===== config.mk =====
export PLATFORM = sky130hd
export DESIGN_NAME = apb_bus_arbiter
export DESIGN_NICKNAME = d
export VERILOG_FILES = /design/src/rtl/apb_bus_arbiter.sv
export SDC_FILE = /design/constraint.sdc
export NUM_CORES = 1
export LEC_CHECK = 0
export ABC_CLOCK_PERIOD_IN_PS = 6000
export BUFFER_PORTS_ARGS = -buffer_cell sky130_fd_sc_hd__buf_2
export CAP_MARGIN = 20
export CORE_MARGIN = 4
export CORE_UTILIZATION = 30
export DETAILED_ROUTE_END_ITERATION = 6
export PLACE_DENSITY = 0.6
export SETUP_SLACK_MARGIN = 0.15
export SKIP_LAST_GASP = 1
export SYNTH_ARGS = -nofsm -noshare
export SYNTH_HDL_FRONTEND = slang
export SYNTH_SLANG_ARGS = --single-unit

===== constraint.sdc =====
create_clock -name PCLK -period 6 [get_ports PCLK]
set_input_delay 0.9 -clock PCLK [delete_from_list [all_inputs] [get_ports PCLK]]
set_output_delay 0.9 -clock PCLK [all_outputs]
set_load 0.005 [all_outputs]

===== src/rtl/apb_bus_arbiter.sv =====
// Two-requester arbiter in front of a single APB master: round-robin grant,
// request fields captured at grant, and a ready watchdog that forces completion.
module apb_bus_arbiter #(
    parameter int unsigned TIMEOUT_CYCLES = 16,
    parameter logic [31:0] ERR_RDATA      = 32'hDEAD_BEEF
) (
    input  logic        PCLK,
    input  logic        PRESET,
    input  logic        m0_transfer,
    input  logic        m0_write,
    input  logic [31:0] m0_addr,
    input  logic [31:0] m0_wdata,
    output logic [31:0] m0_rdata,
    output logic        m0_ready,
    input  logic        m1_transfer,
    input  logic        m1_write,
    input  logic [31:0] m1_addr,
    input  logic [31:0] m1_wdata,
    output logic [31:0] m1_rdata,
    output logic        m1_ready,
    output logic        transfer,
    output logic        write,
    output logic [31:0] addr,
    output logic [31:0] wdata,
    input  logic [31:0] rdata,
    input  logic        ready,
    output logic [1:0]  grant,
    output logic        timeout_err
);
    // state | meaning
    // IDLE  | nothing outstanding; arbitrate, late ready ignored
    // ISSUE | one-cycle transfer pulse; ready already counts as completion
    // WAIT  | waiting for ready or watchdog expiry
    localparam logic [1:0] S_IDLE  = 2'd0;
    localparam logic [1:0] S_ISSUE = 2'd1;
    localparam logic [1:0] S_WAIT  = 2'd2;

    localparam int CNT_W = $clog2(TIMEOUT_CYCLES + 1) + 1;
    localparam logic [CNT_W-1:0] CNT_LIMIT = CNT_W'(TIMEOUT_CYCLES);

    logic [1:0]       r_state;
    logic             r_last;
    logic [CNT_W-1:0] r_cnt;
    logic             r_write;
    logic [31:0]      r_addr;
    logic [31:0]      r_wdata;
    logic [1:0]       r_grant;

    logic             w_busy;
    logic             w_any_req;
    logic             w_sel1;
    logic             w_timeout;
    logic             w_done;
    logic [31:0]      w_resp;

    assign w_busy    = (r_state != S_IDLE);
    assign w_any_req = m0_transfer | m1_transfer;
    // m1 wins when alone, or on a tie when m0 was served last
    assign w_sel1    = m1_transfer & (~m0_transfer | ~r_last);
    assign w_timeout = (TIMEOUT_CYCLES != 0) && w_busy && (r_cnt == CNT_LIMIT) && !ready;
    assign w_done    = w_busy & (ready | w_timeout);
    assign w_resp    = ready ? rdata : ERR_RDATA;

    always_ff @(posedge PCLK or posedge PRESET) begin
        if (PRESET) begin
            r_state <= S_IDLE;
            r_last  <= 1'b1;
            r_cnt   <= '0;
            r_write <= 1'b0;
            r_addr  <= '0;
            r_wdata <= '0;
            r_grant <= 2'b00;
        end else begin
            case (r_state)
                S_IDLE: begin
                    if (w_any_req) begin
                        r_state <= S_ISSUE;
                        r_last  <= w_sel1;
                        r_grant <= w_sel1 ? 2'b10 : 2'b01;
                        r_write <= w_sel1 ? m1_write : m0_write;
                        r_addr  <= w_sel1 ? m1_addr  : m0_addr;
                        r_wdata <= w_sel1 ? m1_wdata : m0_wdata;
                        r_cnt   <= '0;
                    end
                end
                S_ISSUE, S_WAIT: begin
                    if (w_done) begin
                        r_state <= S_IDLE;
                        r_grant <= 2'b00;
                    end else begin
                        r_state <= S_WAIT;
                        r_cnt   <= r_cnt + 1'b1;
                    end
                end
                default: begin
                    r_state <= S_IDLE;
                    r_grant <= 2'b00;
                end
            endcase
        end
    end

    assign transfer    = (r_state == S_ISSUE);
    assign write       = r_write;
    assign addr        = r_addr;
    assign wdata       = r_wdata;
    assign grant       = r_grant;
    assign timeout_err = w_timeout;

    assign m0_ready = w_done & r_grant[0];
    assign m1_ready = w_done & r_grant[1];
    assign m0_rdata = m0_ready ? w_resp : 32'h0;
    assign m1_rdata = m1_ready ? w_resp : 32'h0;

endmodule


# Word-level counts from Yosys, hierarchy flattened
# Cells that the tools add are included.
# totals
out_inout_bits	135
wordCells	49
in_bits	167
ff_bits	76
# op_classes
add_sub_neg	1
eq_ne	6
reduce_logical	10
bitwise_logic	9
n_mux	16
# ops
op	count
$mux W32	5
$mux W6	2
$pmux W6 S2	1
$mux W2	5
$pmux W2 S2	2
$add A6 B1 Y6 const B	1
$eq A6 B5 Y1 const B	1
$ne A2 B2 Y1 const B	3
$and A1 B1 Y1	4
$reduce_and A2 Y1	2
$reduce_bool A2 Y1	2
$or A1 B1 Y1	3
$reduce_and A3 Y1	1
$eq A2 B1 Y1 const B	1
$eq A2 B2 Y1 const B	1
$logic_and A1 B1 Y1	2
$logic_not A2 Y1	1
$not A1 Y1	2
$reduce_or A2 Y1	1
$logic_not A1 Y1	1
$mux W1	1

# Longest topological paths before layout
# depth
word_depth	7
mapped_depth	7
depth_no_buf	6

# Least setup slack after synthesis
# No wires, ideal clock.
# synth_path
path_type	input -> output
from	input port ready
to	output port m1_rdata[10]
n_path_buf	2
path_stages	5
t_required_ns	5.100
arrival_ns	1.753
slack_ns	3.347
cell_sequence	clkbuf_1 -> and2b_1 -> o21ai_4 -> buf_6 -> nor2_2
# synth_between
elab_chain_len	6
word_cells_on_any_way	7
cone_classes	mux: 2; bitwise: 3; reduce/logical: 2
# synth_lines
element	line	source
start, declared	26	input logic ready,
$logic_not A1 Y1	60	assign w_timeout = (TIMEOUT_CYCLES != 0) && w_busy && (r_cnt == CNT_LIMIT) && !ready;
$logic_and A1 B1 Y1	60	
$or A1 B1 Y1	61	assign w_done = w_busy & (ready | w_timeout);
$and A1 B1 Y1	61	
$and A1 B1 Y1	111	assign m1_ready = w_done & r_grant[1];
$mux W32 *	113	assign m1_rdata = m1_ready ? w_resp : 32'h0;
end, declared	19	output logic [31:0] m1_rdata,
# Mark *: on every way between the ends. The rest lies on a longest branch, timed or not.

# Worst setup path after layout
# layout_path
from	register r_state[1]
to	output port m0_rdata[4]
# layout_between
elab_chain_len	7
# layout_lines
element	line	source
start, declared	41	logic [1:0] r_state;
start signal, assigned	66	r_state <= S_IDLE;
start signal, assigned	77	r_state <= S_ISSUE;
start signal, assigned	88	r_state <= S_IDLE;
$reduce_bool A2 Y1 *	56	assign w_busy = (r_state != S_IDLE);
$logic_and A1 B1 Y1 (2 in series)	60	
$or A1 B1 Y1	61	
$and A1 B1 Y1 *	61	
$and A1 B1 Y1 *	110	assign m0_ready = w_done & r_grant[0];
$mux W32 *	112	assign m0_rdata = m0_ready ? w_resp : 32'h0;
end, declared	13	output logic [31:0] m0_rdata,
# Marks and branches as above.

==> results.py <==
metrics = {
    "pwr": {
        "p_leak_nw": 3.37,
        "powerDensity_nw_per_um2": 408,
        "vdd_drop_max_mv": 0.179,
    },
    "route": {
        "firstDrtPassIters": 4,
        "vias_per_cell": 4.44,
        "wl_per_cell_um": 14.0,
        "wl_um": 13100,
        "drt_iter0_drc": 125,
        "ant_nets": 0,
        "vias": 4148,
        "drc": 0,
    },
    "sta": {
        "final-setup-viol-count": 0,
        "max_clock_freq_mhz": 276,
        "finalCritPeriodShare_pct": 60.4,
        "timing.setup.tns_ns": 0,
        "slew_viol_final": 0,
        "layout_min_cycle_time_ns": 3.63,
        "slew_headroom_pct": 27.3,
        "finClkSkew_ns": 0.00404,
        "worstMarginPinSlew_ns": 1.09,
        "finalHoldViolations": 0,
        "grt_setup_unrepaired": "false",
    },
    "worst_setup_path": {
        "critPathLaunchType": "register",
        "reg2reg_to": "write$_DFFE_PP0P_",
        "worst_setup_path_end_kind": "primary output",
        "crit_slowest_cell": "o21ai_4",
        "reg2reg_depth": 5,
        "cp_cell_sequence": "inv_1, ha_1, or4b_4, nor2_4, o21ai_4, nor2_1, buf_2",
        "cp_slowest_stage_delay_ns": 0.85,
        "critical_path_class": "register to primary output",
        "r2r_slack_ns": 3.64,
        "r2r-start": "r_state[0]$_DFFE_PP0P_",
        "worstPathArrival_ns": 2.73,
        "crit_fanout": 33,
        "cp.required_ns": 5.10,
    },
    "run_status": {
        "outcome": "complete, no violations",
    },
    "yosys": {
        "yosysUniqueCellTypes": 38,
        "async_reset_ff_share_pct": 100,
        "synth-seq-cells": 76,
        "synth_edf_count": 0,
        "netlist_instances": 467,
        "syn-cell-area_um2": 4310,
        "syn_avg_cell_area_um2": 9.22,
        "ys_warn_count": 0,
        "yosysSeqAreaShare_pct": 44.2,
        "synth_nets": 639,
        "ys.flop_type": "dfrtp_1",
    },
    "die": {
        "core_um2": 14000,
        "die_w_um": 128,
        "pin_count": 302,
        "die_h_um": 128,
        "initial_core_util_pct": 30.8,
        "dieArea_um2": 16300,
        "row_count": 43,
    },
    "min_path": {
        "whs_endpoint": "addr[12]$_DFFE_PP0P_",
        "hp-start": "addr[12]$_DFFE_PP0P_",
        "hp-class": "register to register",
        "hold_depth": 2,
    },
    "global_route": {
        "grt_antenna_before_repair": 0,
        "grt_usage_pct": 15.5,
        "grt-ovfl-total": 0,
        "grt_max_degree": 113,
        "grt_pass1_wl_um": 20100,
        "grt_pass1_vias": 3961,
    },
    "clock_network": {
        "cts_max_level": 3,
        "cts-root-buf": "clkbuf_16",
        "clockBufferDepth": 2,
        "post-cts-setup-buffers": 0,
        "clk_pin_slew_ns": 0.06,
        "clkLatencyLatePin_ns": 0.33,
        "tritoncts": "built",
        "cts_buffers": 9,
        "cts_hold_buf": 0,
        "clkSinkCount": 76,
        "ctsResizeCount": 0,
    },
    "place": {
        "dpl.cell_count": 919,
        "portBuffers": 301,
        "place_area_um2": 5890,
        "place_hpwl_um": 10500,
        "gp_congestion": 0.859,
    },
    "layout": {
        "antennaDiodeCount": 0,
        "nets": 922,
        "fin_area_um2": 6160,
        "syn2layout_area_growth_pct": 43.0,
        "final_common_cell": "buf_2",
        "layout_common_cells": "buf_2, nand2_1, dfrtp_1",
        "drive_gt1_share_pct": 48.5,
        "stdcell_count": 935,
    },
    "run": {
        "max-cap-violations": 0,
    },
}
-- metal layers --
| layer | GRT usage, % | vias to the layer above | wire, µm |
|---|---|---|---|
| li1 | - | 2125 | - |
| met1 | 17.5 | 1819 | 5020 |
| met2 | 27.7 | 192 | 6610 |
| met3 | 4.71 | 12 | 1270 |
| met4 | 5.18 | 0 | 201 |
| met5 | 0 | - | 0 |
-- layout make-up --
class | count | area [µm²]
tap | 180 | 225
timing repair buffer | 304 | 1530
sequential | 76 | 1900
inverter | 11 | 41.3
clock inverter | 6 | 40.0
multi-input combinational | 348 | 2190
clock buffer | 10 | 229
fill | 1481 | 7830
-- Yosys cell counts (2+ instances only) --
cell type  count  area [µm²]
o31ai_1        3        22.5
inv_1         11        41.3
clkbuf_1      11        41.3
nor2_4         2        22.5
a21boi_1       2        15.0
o21ai_0       39         195
buf_6          6        67.6
nand2_1       81         304
nand2b_1       3        18.8
dfrtp_1       75        1880
nor2_2        34         213
nor3_1         6        30.0
buf_4          6        45.0
mux2i_1       66         661
o21ai_4        2        32.5
nor2b_1       24         150
buf_1          5        18.8
buf_2          4        20.0
ha_1           5        62.6
nor2_1        32         120
nand3_1        2        10.0
o22a_1         3        26.3
o21ai_1       29         145
a21oi_1        2        10.0
-- critical path: cells and delay by family, from the launching register on --
family / cells / cell delay (ns)
buffers and inverters: 2 / 0.25
DFF: 1 / 0.39
adders and majority gates: 1 / 0.45
AOI/OAI and AO/OA: 1 / 0.85
and+or+nand+nor: 3 / 0.43
-- report_power, final --
part / leakage [nW] / switching, W / internal (W)
clock network: 0.133 / 0.000211 / 0.000280
logic: 2.30 / 0.000624 / 0.000498
registers: 0.942 / 0.000138 / 0.000762
total: 3.37 / 0.000973 / 0.00154
-- through the flow --
step	total power, W	util, %	hold WS, ns	worst slack [ns]
2_1_floorplan	0.00159	-	0.473	3.16
3_3_place_gp	0.00205	42.1	0.458	2.51
3_5_place_dp	0.00206	42.1	0.465	2.48
4_1_cts	0.00256	44.0	0.479	2.37
5_1_grt	0.00275	44.0	0.494	2.13
6_report	0.00251	44.0	0.473	2.37
-- flip-flops by register name, indices dropped and copies added (netlist names) --
| name | flops |
|---|---|
| wdata | 32 |
| grant | 2 |
| write | 1 |
| r_cnt | 6 |
| addr | 32 |
| r_last | 1 |
| r_state | 2 |
-- how the worst max path moves through the flow --
stage                                 startpoint                   to  depth (start not counted)
after global routing      r_state[1]$_DFFE_PP0P_         m0_rdata[31]                          7
after detailed placement                   ready         m0_rdata[31]                          5
final                     r_state[1]$_DFFE_PP0P_          m0_rdata[4]                          7
after global placement                     ready         m0_rdata[31]                          5
after floorplan                           PRESET  addr[0]$_DFFE_PP0P_                          1
after CTS                 r_state[0]$_DFFE_PP0P_         m0_rdata[31]                          7
-- cells by family after synthesis --
kind of cell    after synthesis  synth area share (%)
buf+inv                      43                  5.43
mux                          66                  15.3
compound gates               88                  12.4
simple gates                189                  21.2
fa+ha+maj                     5                  1.45
flops                        76                  44.2
Note: power is estimated with default switching activity, not from simulation.
